[src/rtl/sc2_pkg.sv]
// Shared definitions for the SC2 block copy engine: FSM states, register
// indices and run-register bit positions.
package sc2_pkg;

  typedef enum logic [1:0] {
    ST_IDLE      = 2'd0,
    ST_WAIT_HALT = 2'd1,
    ST_SRC       = 2'd2,
    ST_DST       = 2'd3
  } state_t;

  localparam logic [2:0] REG_RUN    = 3'd0;
  localparam logic [2:0] REG_CONST  = 3'd1;
  localparam logic [2:0] REG_SRC_HI = 3'd2;
  localparam logic [2:0] REG_SRC_LO = 3'd3;
  localparam logic [2:0] REG_DST_HI = 3'd4;
  localparam logic [2:0] REG_DST_LO = 3'd5;
  localparam logic [2:0] REG_WIDTH  = 3'd6;
  localparam logic [2:0] REG_HEIGHT = 3'd7;

  localparam int RUN_SUPP_UPPER = 7;
  localparam int RUN_SUPP_LOWER = 6;
  localparam int RUN_SHIFT      = 5;
  localparam int RUN_CONST_SUB  = 4;
  localparam int RUN_ZERO_SUPP  = 3;
  localparam int RUN_SYNC_E     = 2;
  localparam int RUN_SPAN_DST   = 1;
  localparam int RUN_SPAN_SRC   = 0;

endpackage

[src/rtl/sc2_nibble_shift.sv]
// Nibble carry and right-shift path between a captured source byte and the
// destination write, plus per-nibble zero detect of the shifted byte.
module sc2_nibble_shift (
  input  logic       clk,
  input  logic       reset_n,
  input  logic       clear,
  input  logic       capture,
  input  logic       shift_en,
  input  logic [7:0] data_in,
  output logic [7:0] shifted,
  output logic       upper_zero,
  output logic       lower_zero
);

  logic [3:0] carry;

  assign shifted    = shift_en ? {carry, data_in[7:4]} : data_in;
  assign upper_zero = (shifted[7:4] == 4'h0);
  assign lower_zero = (shifted[3:0] == 4'h0);

  // Row start wins over capture; the two never coincide in practice.
  always_ff @(posedge clk or negedge reset_n) begin
    if (!reset_n) begin
      carry <= 4'h0;
    end else if (clear) begin
      carry <= 4'h0;
    end else if (capture) begin
      carry <= data_in[3:0];
    end
  end

endmodule

[src/rtl/sc2_blitter.sv]
// Halt-based DMA rectangle copy engine: CPU programs eight registers, the block
// halts the CPU and alternates read/write bus cycles until the copy completes.
module sc2_blitter
  import sc2_pkg::*;
#(
  parameter logic [15:0] STRIDE   = 16'd256,
  parameter logic [7:0]  SIZE_XOR = 8'h04,
  parameter bit          SHIFT_EN = 1'b1
) (
  input  logic        clk,
  input  logic        reset_n,
  input  logic        e_sync,
  input  logic        reg_cs,
  input  logic [7:0]  reg_data_in,
  input  logic [2:0]  rs,
  output logic        halt,
  input  logic        halt_ack,
  input  logic        blt_ack,
  output logic        read,
  output logic        write,
  output logic [15:0] blt_address_out,
  input  logic [7:0]  blt_data_in,
  output logic [7:0]  blt_data_out,
  output logic        en_upper,
  output logic        en_lower,
  output logic        done,
  output logic [1:0]  state_dbg
);

  // Bus handshake: a read or write cycle is presented on read/write with
  // blt_address_out stable; it completes on any clock where blt_ack is high
  // (and e_sync is high too when run bit sync_e is set), otherwise it holds.

  state_t      state;
  logic [7:0]  run_q, const_q, width_q, height_q, x_q, y_q;
  logic [15:0] src_base, dst_base, src_addr, dst_addr;

  logic        advance, row_end, last_row, nib_clear, nib_capture;
  logic [7:0]  x_next, y_next, shifted, wr_data;
  logic [15:0] src_step_addr, dst_step_addr, src_row_addr, dst_row_addr;
  logic        upper_zero, lower_zero, en_upper_next, en_lower_next;

  assign state_dbg = state;
  assign advance   = blt_ack & (~run_q[RUN_SYNC_E] | e_sync);
  assign x_next    = x_q + 8'd1;
  assign y_next    = y_q + 8'd1;
  assign row_end   = (x_next == width_q);
  assign last_row  = (y_next == height_q);

  assign src_step_addr = src_addr + (run_q[RUN_SPAN_SRC] ? STRIDE : 16'd1);
  assign dst_step_addr = dst_addr + (run_q[RUN_SPAN_DST] ? STRIDE : 16'd1);
  // Span mode restarts each row one byte right of the base; linear mode just continues.
  assign src_row_addr  = run_q[RUN_SPAN_SRC] ? src_base + {8'h00, y_next} : src_addr + 16'd1;
  assign dst_row_addr  = run_q[RUN_SPAN_DST] ? dst_base + {8'h00, y_next} : dst_addr + 16'd1;

  assign nib_capture = (state == ST_SRC) & advance;
  assign nib_clear   = ((state == ST_WAIT_HALT) & halt_ack) |
                       ((state == ST_DST) & advance & row_end);

  sc2_nibble_shift u_shift (
    .clk        (clk),
    .reset_n    (reset_n),
    .clear      (nib_clear),
    .capture    (nib_capture),
    .shift_en   (SHIFT_EN & run_q[RUN_SHIFT]),
    .data_in    (blt_data_in),
    .shifted    (shifted),
    .upper_zero (upper_zero),
    .lower_zero (lower_zero)
  );

  assign wr_data       = run_q[RUN_CONST_SUB] ? const_q : shifted;
  assign en_upper_next = ~(run_q[RUN_SUPP_UPPER] | (run_q[RUN_ZERO_SUPP] & upper_zero));
  assign en_lower_next = ~(run_q[RUN_SUPP_LOWER] | (run_q[RUN_ZERO_SUPP] & lower_zero));

  always_ff @(posedge clk or negedge reset_n) begin
    if (!reset_n) begin
      state           <= ST_IDLE;
      run_q           <= 8'h00;
      const_q         <= 8'hFF;
      width_q         <= 8'h00;
      height_q        <= 8'h00;
      src_base        <= 16'h0000;
      dst_base        <= 16'h0000;
      src_addr        <= 16'h0000;
      dst_addr        <= 16'h0000;
      x_q             <= 8'h00;
      y_q             <= 8'h00;
      halt            <= 1'b0;
      read            <= 1'b0;
      write           <= 1'b0;
      done            <= 1'b0;
      blt_address_out <= 16'h0000;
      blt_data_out    <= 8'h00;
      en_upper        <= 1'b1;
      en_lower        <= 1'b1;
    end else begin
      done <= 1'b0;
      case (state)
        ST_IDLE: begin
          if (reg_cs) begin
            case (rs)
              REG_RUN: begin
                run_q <= reg_data_in;
                halt  <= 1'b1;
                state <= ST_WAIT_HALT;
              end
              REG_CONST:  const_q        <= reg_data_in;
              REG_SRC_HI: src_base[15:8] <= reg_data_in;
              REG_SRC_LO: src_base[7:0]  <= reg_data_in;
              REG_DST_HI: dst_base[15:8] <= reg_data_in;
              REG_DST_LO: dst_base[7:0]  <= reg_data_in;
              REG_WIDTH:  width_q        <= reg_data_in ^ SIZE_XOR;
              REG_HEIGHT: height_q       <= reg_data_in ^ SIZE_XOR;
            endcase
          end
        end
        ST_WAIT_HALT: begin
          if (halt_ack) begin
            if (width_q == 8'h00 || height_q == 8'h00) begin
              halt  <= 1'b0;
              done  <= 1'b1;
              state <= ST_IDLE;
            end else begin
              src_addr        <= src_base;
              dst_addr        <= dst_base;
              x_q             <= 8'h00;
              y_q             <= 8'h00;
              read            <= 1'b1;
              blt_address_out <= src_base;
              state           <= ST_SRC;
            end
          end
        end
        ST_SRC: begin
          if (advance) begin
            read            <= 1'b0;
            write           <= 1'b1;
            blt_address_out <= dst_addr;
            blt_data_out    <= wr_data;
            en_upper        <= en_upper_next;
            en_lower        <= en_lower_next;
            state           <= ST_DST;
          end
        end
        ST_DST: begin
          if (advance) begin
            write    <= 1'b0;
            en_upper <= 1'b1;
            en_lower <= 1'b1;
            if (row_end && last_row) begin
              x_q   <= 8'h00;
              halt  <= 1'b0;
              done  <= 1'b1;
              state <= ST_IDLE;
            end else if (row_end) begin
              x_q             <= 8'h00;
              y_q             <= y_next;
              src_addr        <= src_row_addr;
              dst_addr        <= dst_row_addr;
              read            <= 1'b1;
              blt_address_out <= src_row_addr;
              state           <= ST_SRC;
            end else begin
              x_q             <= x_next;
              src_addr        <= src_step_addr;
              dst_addr        <= dst_step_addr;
              read            <= 1'b1;
              blt_address_out <= src_step_addr;
              state           <= ST_SRC;
            end
          end
        end
        default: state <= ST_IDLE;
      endcase
    end
  end

endmodule

[config.mk]
export PLATFORM = sky130hd
export DESIGN_NAME = sc2_blitter
export DESIGN_NICKNAME = d
export VERILOG_FILES = /design/src/rtl/sc2_pkg.sv /design/src/rtl/sc2_nibble_shift.sv /design/src/rtl/sc2_blitter.sv
export SDC_FILE = /design/constraint.sdc
export NUM_CORES = 1
export LEC_CHECK = 0
export ABC_AREA = 1
export BUFFER_PORTS_ARGS = -buffer_cell sky130_fd_sc_hd__buf_2
export CAP_MARGIN = 30
export CORE_AREA = 2 2 136 138
export CTS_CLUSTER_DIAMETER = 50
export DETAILED_ROUTE_END_ITERATION = 8
export DIE_AREA = 0 0 138 140
export GPL_TIMING_DRIVEN = 0
export PLACE_DENSITY = 0.86
export SYNTH_ARGS = -nofsm -noshare
export SYNTH_HDL_FRONTEND = slang
export SYNTH_SLANG_ARGS = --single-unit
[constraint.sdc]
create_clock -name clk -period 2.85 [get_ports clk]
set_input_delay 0.285 -clock clk [delete_from_list [all_inputs] [get_ports clk]]
set_output_delay 0.285 -clock clk [all_outputs]
set_load 0.02 [all_outputs]
# == After elaboration in Yosys (flattened, before gate mapping) ==
# Index checks and enable logic that the tools add are counted.
# op_classes
n_addsub,8
eq_ne,22
mux,64
bitwise_logic,15
reduce_logical,29
# ops
cell,count
2-to-1 mux 16 bit,13
2-to-1 mux 8 bit,10
one-hot mux 16 bit (2 select lines),2
one-hot mux 16 bit (3 select lines),1
"adder 16 x 1 -> 16 bit, second input constant",2
adder 16 x 8 -> 16 bit,2
adder 16 x 9 -> 16 bit,2
one-hot mux 8 bit (2 select lines),2
AND reduction 3 bit,9
2-to-1 mux 1 bit,18
2-to-1 mux 9 bit,2
"adder 8 x 1 -> 8 bit, second input constant",2
== test 8 bit,2
zero test 8 bit,2
2-to-1 mux 2 bit,7
"inequality test 2 bit, second input constant",7
"== test 3 bit, second input constant",4
AND reduction 6 bit,2
AND reduction 5 bit,2
zero test 4 bit,2
2-to-1 mux 4 bit,2
one-hot mux 1 bit (2 select lines),4
one-hot mux 2 bit (4 select lines),1
AND 1 bit,7
other kinds (17),31
# totals
register_bits,148
inputBits,25
out_inout_bits,32

# == Logic depth before layout (Yosys ltp) ==
# depth
word_depth,7
ltp_mapped,22
depth_no_buf,22

# == By module ==
# Synthesis repeated with hierarchy kept, for this count alone.
# hier_totals
cells_unflattened,1670
area_unflattened_um2,10725.3
# modules_own_cells
mod,n_inst,cells_per_inst,area_per_inst_um2
sc2_blitter,1,1607,10378.7
sc2_nibble_shift,1,63,346.6

# == Worst setup path before layout ==
# Ideal clock, no wire load.
# synth_timing
path_kind,reg2reg
start,reg y_q[1]
end,reg src_addr[15]
t_arrival_ps,2278
slack_ps,456
path_stages_with_launch,21
period_less_slack_ps,2394
cell_sequence,dfrtp_1 -> ha_1 -> nand2_1 -> inv_2 -> nand2_1 -> o21bai_1 -> nand2_1 -> inv_1 -> ha_1 -> nand2_1 -> inv_1 -> a21oi_1 -> nand2_1 -> nand2_1 -> a21oi_1 -> o21ai_0 -> nand2_1 -> nand2_1 -> nand2_1 -> nand2_1 -> nand2_1
# synth_via
elab_chain_cells,7
# synth_lines
element,line,source
"start, declared",sc2_blitter.sv:35,"logic [7:0] run_q, const_q, width_q, height_q, x_q, y_q;"
"start signal, assigned",sc2_blitter.sv:158,y_q <= y_next;
adder 8 x 1 -> 8 bit *,sc2_blitter.sv:46,assign y_next = y_q + 8'd1;
adder 16 x 8 -> 16 bit,sc2_blitter.sv:53,"assign src_row_addr = run_q[RUN_SPAN_SRC] ? src_base + {8'h00, y_next} : src_addr + 16'd1;"
2-to-1 mux 16 bit,sc2_blitter.sv:53,
2-to-1 mux 16 bit,sc2_blitter.sv:156,end else if (row_end) begin
2-to-1 mux 16 bit,sc2_blitter.sv:151,if (row_end && last_row) begin
2-to-1 mux 16 bit,sc2_blitter.sv:147,if (advance) begin
one-hot mux 16 bit (2 select lines),sc2_blitter.sv:99,case (state)
"end signal, assigned",sc2_blitter.sv:125,src_addr <= src_base;
"end signal, assigned",sc2_blitter.sv:159,src_addr <= src_row_addr;
"end signal, assigned",sc2_blitter.sv:166,src_addr <= src_step_addr;
"end, declared",sc2_blitter.sv:36,"logic [15:0] src_base, dst_base, src_addr, dst_addr;"
# Every way passes the cells marked *; elsewhere a longest branch is shown, timed or not. The select of a mux whose other input is x is not followed.
# A chain may end at the register's enable or synchronous reset.

# == Worst setup path after layout ==
# layout_timing
start,reg y_q[0]
end,reg src_addr[15]
# The elaborated chain is that of the path after synthesis.

==> flow_summary_export.csv <==
group,metric,value,unit
status,run_status,"finished, final reports clean",
yosys,synthDistinctLibCells,45,
sta,tightest_slew,701,ps
yosys,synth.net_count,1690,
layout,ff_latch_area,3720,µm²
yosys,synthesis_warning_total,0,
sta,timing.final.hold_violations,0,
layout,leading_cell_types_in_the_layout_fill_and_taps_excluded,"663 x sky130_fd_sc_hd__nand2_1, 175 x sky130_fd_sc_hd__inv_1, 138 x sky130_fd_sc_hd__dfrtp_1, 135 x sky130_fd_sc_hd__nand3_1, 115 x sky130_fd_sc_hd__o21ai_0",
yosys,yosys_most_used_dff,"sky130_fd_sc_hd__dfrtp_1",
floorplan,initial_core_utilization,59.5,%
yosys,mappedNetlistArea,10600,µm²
yosys,synth_area_leader_cell,"sky130_fd_sc_hd__dfrtp_1",
global_route,globalRouteOverflowTotal,0,
power,design_power_total,13000,µW
power,internal-power,6480,µW
layout,drive_gt1_share,12.7,%
floorplan,die-area,19300,µm²
sta,timing.fmax,365,MHz
clock_tree,insertion_delay,440,ps
drt,drc,0,
sta,timing.final.crit_period,2740,ps
critical_path,setup.worst_path.start_class,"register",
sta,timing.final.setup_violations,0,
power,clock_power_share,17.3,%
power,combinationalPowerShare,51.6,%
worst_hold_path,min-delay-start,"reg_data_in[2]",
place,port-buffer-count,56,
sta,rsz0062_at_grt,"true",
sta,finalSetupTns,0,ps
drt,detailed_route_wl,33.6,mm
clock_tree,clk_slew_on_worst_s_h_paths,70,ps
clock_tree,cts_tree,"done",
critical_path,r2r_cells,18,
layout,antenna-diode-count,0,
yosys,cell_types_occupying_the_most_area_after_synthesis,"sky130_fd_sc_hd__dfrtp_1 33%, sky130_fd_sc_hd__nand2_1 24%, sky130_fd_sc_hd__nand3_1 6.6%",
drt,post_drt_via_cell_ratio,5.73,
place,post-dp-hpwl,24.8,mm
global_route,grt_antenna_before_repair,0,
layout,nFillCells,1533,
clock_tree,cts-root-buf,"sky130_fd_sc_hd__clkbuf_16",
power,switching_share,50.0,%
worst_hold_path,min_delay_path_depth,2,
critical_path,cp.required,3180,ps
sta,slew_viol_final,0,
global_route,wire_length_of_the_first_global_routing_pass,52.5,mm
run,timing.max_cap.violations,0,
layout,mostFrequentLayoutCell,"sky130_fd_sc_hd__nand2_1",
place,finalWeightedCongestion,0.984,
yosys,synth_enable_flop_cells,0,
yosys,synthDominantCellAreaShare,32.7,%
drt,final_routed_wire_length_divided_by_cell_count,17.1,µm
drt,first_iter_violations,1449,
power,cellLeakagePower,0.00637,µW
floorplan,die_width,138,µm
critical_path,critical_register_to_register_path_endpoint,"src_addr[15]",
critical_path,reg2reg_setup_slack,110,ps
yosys,syn_area_per_cell,6.46,µm²
sta,slew-limit-headroom,52.7,%
yosys,cell_count_after_synthesis,1636,
critical_path,crit-reg2reg-launch,"y_q[0]",
critical_path,critPathArrivalTime,3070,ps
yosys,sequential_fraction_of_the_synthesis_area,35.2,%
drt,detail_route.first_pass.iterations,6,
power,vdd_drop_max,0.625,mV
drt,detailroute.via_count,11258,
drt,final_antenna_net_count,0,
power,sequential_group_share_of_total_power,31.1,%
layout,area_growth,14.6,%
worst_hold_path,hold_path.class,"in2reg",
sta,clock-skew-final,13.9,ps
clock_tree,cts_htree_levels,4,
clock_tree,cts_num_sinks,148,
floorplan,die_height,140,µm
power,p_switching,6490,µW
floorplan,core,17800,µm²
global_route,global_route.usage.total,34.1,%
power,powerDensity,1070,nW/µm²
floorplan,std_cell_rows,49,
critical_path,worst-path-max-fanout,7,
worst_hold_path,min_delay_worst_endpoint,"height_q[2]",
sta,final.setup.worst_slack,108,ps
sta,portion_of_the_clock_cycle_consumed_by_the_worst_path_in_the_final_layout,96.2,%
clock_tree,cts_max_path_buffers,2,
critical_path,setup.worst_path.class,"reg2reg",
yosys,yosys_register_bits,148,
critical_path,setup.worst_path.end_class,"register",
global_route,first_global_vias,10241,
place,pre_cts_ws,-194,ps
yosys,async_reset_ff_share,100,%
floorplan,i_o_pin_count,57,
layout,multi_input_area,6170,µm²
layout,nets,1778,
global_route,largest_net_degree_at_the_start_of_global_routing,88,
clock_tree,cts_bufs_inserted,17,
-- worst max-delay path by stage --
| stage | from | end | cells past startpoint |
|---|---|---|---|
| 2_1_floorplan | y_q[1] | src_addr[15] | 20 |
| 3_3_place_gp | reset_n | y_q[0] | 1 |
| 3_5_place_dp | y_q[1] | src_addr[15] | 20 |
| 4_1_cts | y_q[0] | src_addr[9] | 19 |
| 5_1_grt | y_q[2] | blt_address_out[10] | 19 |
| 6_report | y_q[0] | src_addr[15] | 18 |
-- final cells by class --
class                   instances  area share (%)
well taps                     229            2.36
clock inverters                13            1.15
inverters                     190            5.96
repair buffers                 69            3.39
clock buffers                  19            3.57
plain buffers                  48            1.98
multi-input cells            1250            50.9
flip-flops and latches        148            30.7
-- timing repair --
action | CTS | global route
setup buffers | 2 | 9
setup endpoints to repair | 19 | 48
endpoints found under the hold margin | 58 | 0
gates resized for setup | 8 | 75
cloned | 0 | 0
pin swaps | 2 | 22
hold buffers | 1 | 0
-- logic make-up after synthesis --
logic type | after synthesis | share of synthesized area (%)
simple gates | 989 | 39.0
buf+inv | 238 | 9.00
compound gates | 184 | 9.24
flops | 148 | 35.2
xor+xnor | 42 | 3.48
fa+ha+maj | 29 | 3.57
mux | 6 | 0.592
-- critical path, stage by stage, from the launching register on --
cell and delay (ps):
sky130_fd_sc_hd__dfrtp_1 400, sky130_fd_sc_hd__buf_4 180, sky130_fd_sc_hd__inv_2 80, sky130_fd_sc_hd__nor2_1 140, sky130_fd_sc_hd__nand4_1 160, sky130_fd_sc_hd__nand2_2 160
sky130_fd_sc_hd__inv_2 100, sky130_fd_sc_hd__ha_4 310, sky130_fd_sc_hd__nand2_2 90, sky130_fd_sc_hd__nor3_1 230, sky130_fd_sc_hd__nand2_2 90, sky130_fd_sc_hd__nand3_1 80
sky130_fd_sc_hd__nand2_1 60, sky130_fd_sc_hd__o21ai_2 160, sky130_fd_sc_hd__nand2_1 90, sky130_fd_sc_hd__nand2_2 120, sky130_fd_sc_hd__nand2_1 60, sky130_fd_sc_hd__nand2_1 70
sky130_fd_sc_hd__nand2_1 60
-- registers in the layout, summed over array words and instances, names as in the netlist, 16 cells and up --
register,count
blt_address_out,16
dst_addr,16
dst_base,16
src_addr,16
src_base,16
-- cell usage after synthesis, types with 2 or more instances --
cell,number
sky130_fd_sc_hd__nand3b_1,6
sky130_fd_sc_hd__nor2_8,2
sky130_fd_sc_hd__fa_1,2
sky130_fd_sc_hd__or2_2,3
sky130_fd_sc_hd__buf_2,11
sky130_fd_sc_hd__nand2_1,685
sky130_fd_sc_hd__mux2_2,2
sky130_fd_sc_hd__and2_1,2
sky130_fd_sc_hd__ha_1,27
sky130_fd_sc_hd__a31oi_1,7
sky130_fd_sc_hd__dfrtp_1,138
sky130_fd_sc_hd__inv_1,180
sky130_fd_sc_hd__clkbuf_1,31
sky130_fd_sc_hd__o22ai_1,13
sky130_fd_sc_hd__dfstp_2,10
sky130_fd_sc_hd__buf_4,2
sky130_fd_sc_hd__nor2_2,2
sky130_fd_sc_hd__nand3_1,139
sky130_fd_sc_hd__inv_2,6
sky130_fd_sc_hd__xor2_1,40
sky130_fd_sc_hd__nand2_2,3
sky130_fd_sc_hd__a21oi_1,32
sky130_fd_sc_hd__nor2_4,5
sky130_fd_sc_hd__nor3_1,18
sky130_fd_sc_hd__o21bai_1,4
sky130_fd_sc_hd__nor4_1,5
sky130_fd_sc_hd__nor2_1,98
sky130_fd_sc_hd__nand3_2,3
sky130_fd_sc_hd__nand4_1,16
sky130_fd_sc_hd__buf_6,4
sky130_fd_sc_hd__xnor2_1,2
sky130_fd_sc_hd__o21ai_0,118
sky130_fd_sc_hd__o21ai_1,3
sky130_fd_sc_hd__clkinv_1,2
sky130_fd_sc_hd__o22a_1,2
sky130_fd_sc_hd__mux2i_1,4
-- metrics by stage --
step	utilization (%)	hold WS (ps)	area, µm²	instances
after floorplan	-	-10.6	10600	1636
after global placement	62.6	449	11100	1921
after detailed placement	62.8	325	11200	1922
after CTS	66.2	82.0	11800	1957
after global routing	68.1	111	12100	1966
final	68.1	86.9	12100	1966
-- power groups by stage --
stage / clock (µW) / sequential, µW / combinational [µW]
global route: 2340 / 4120 / 7350
finish: 2240 / 4030 / 6700
floorplan: 0 / 3880 / 4320
detailed placement: 0 / 3960 / 6270
CTS: 2250 / 3940 / 6360
global placement: 0 / 3940 / 6140
-- metal layers --
metal / vias up / part of all wire, % / global-route usage, %
met5: - / 0 / 0
met4: 0 / 4.6 / 16.0
met3: 102 / 11 / 5.64
met2: 663 / 44 / 53.1
met1: 5132 / 40 / 46.8
li1: 5361 / - / -
No activity file was read; power rests on OpenSTA's default activity.
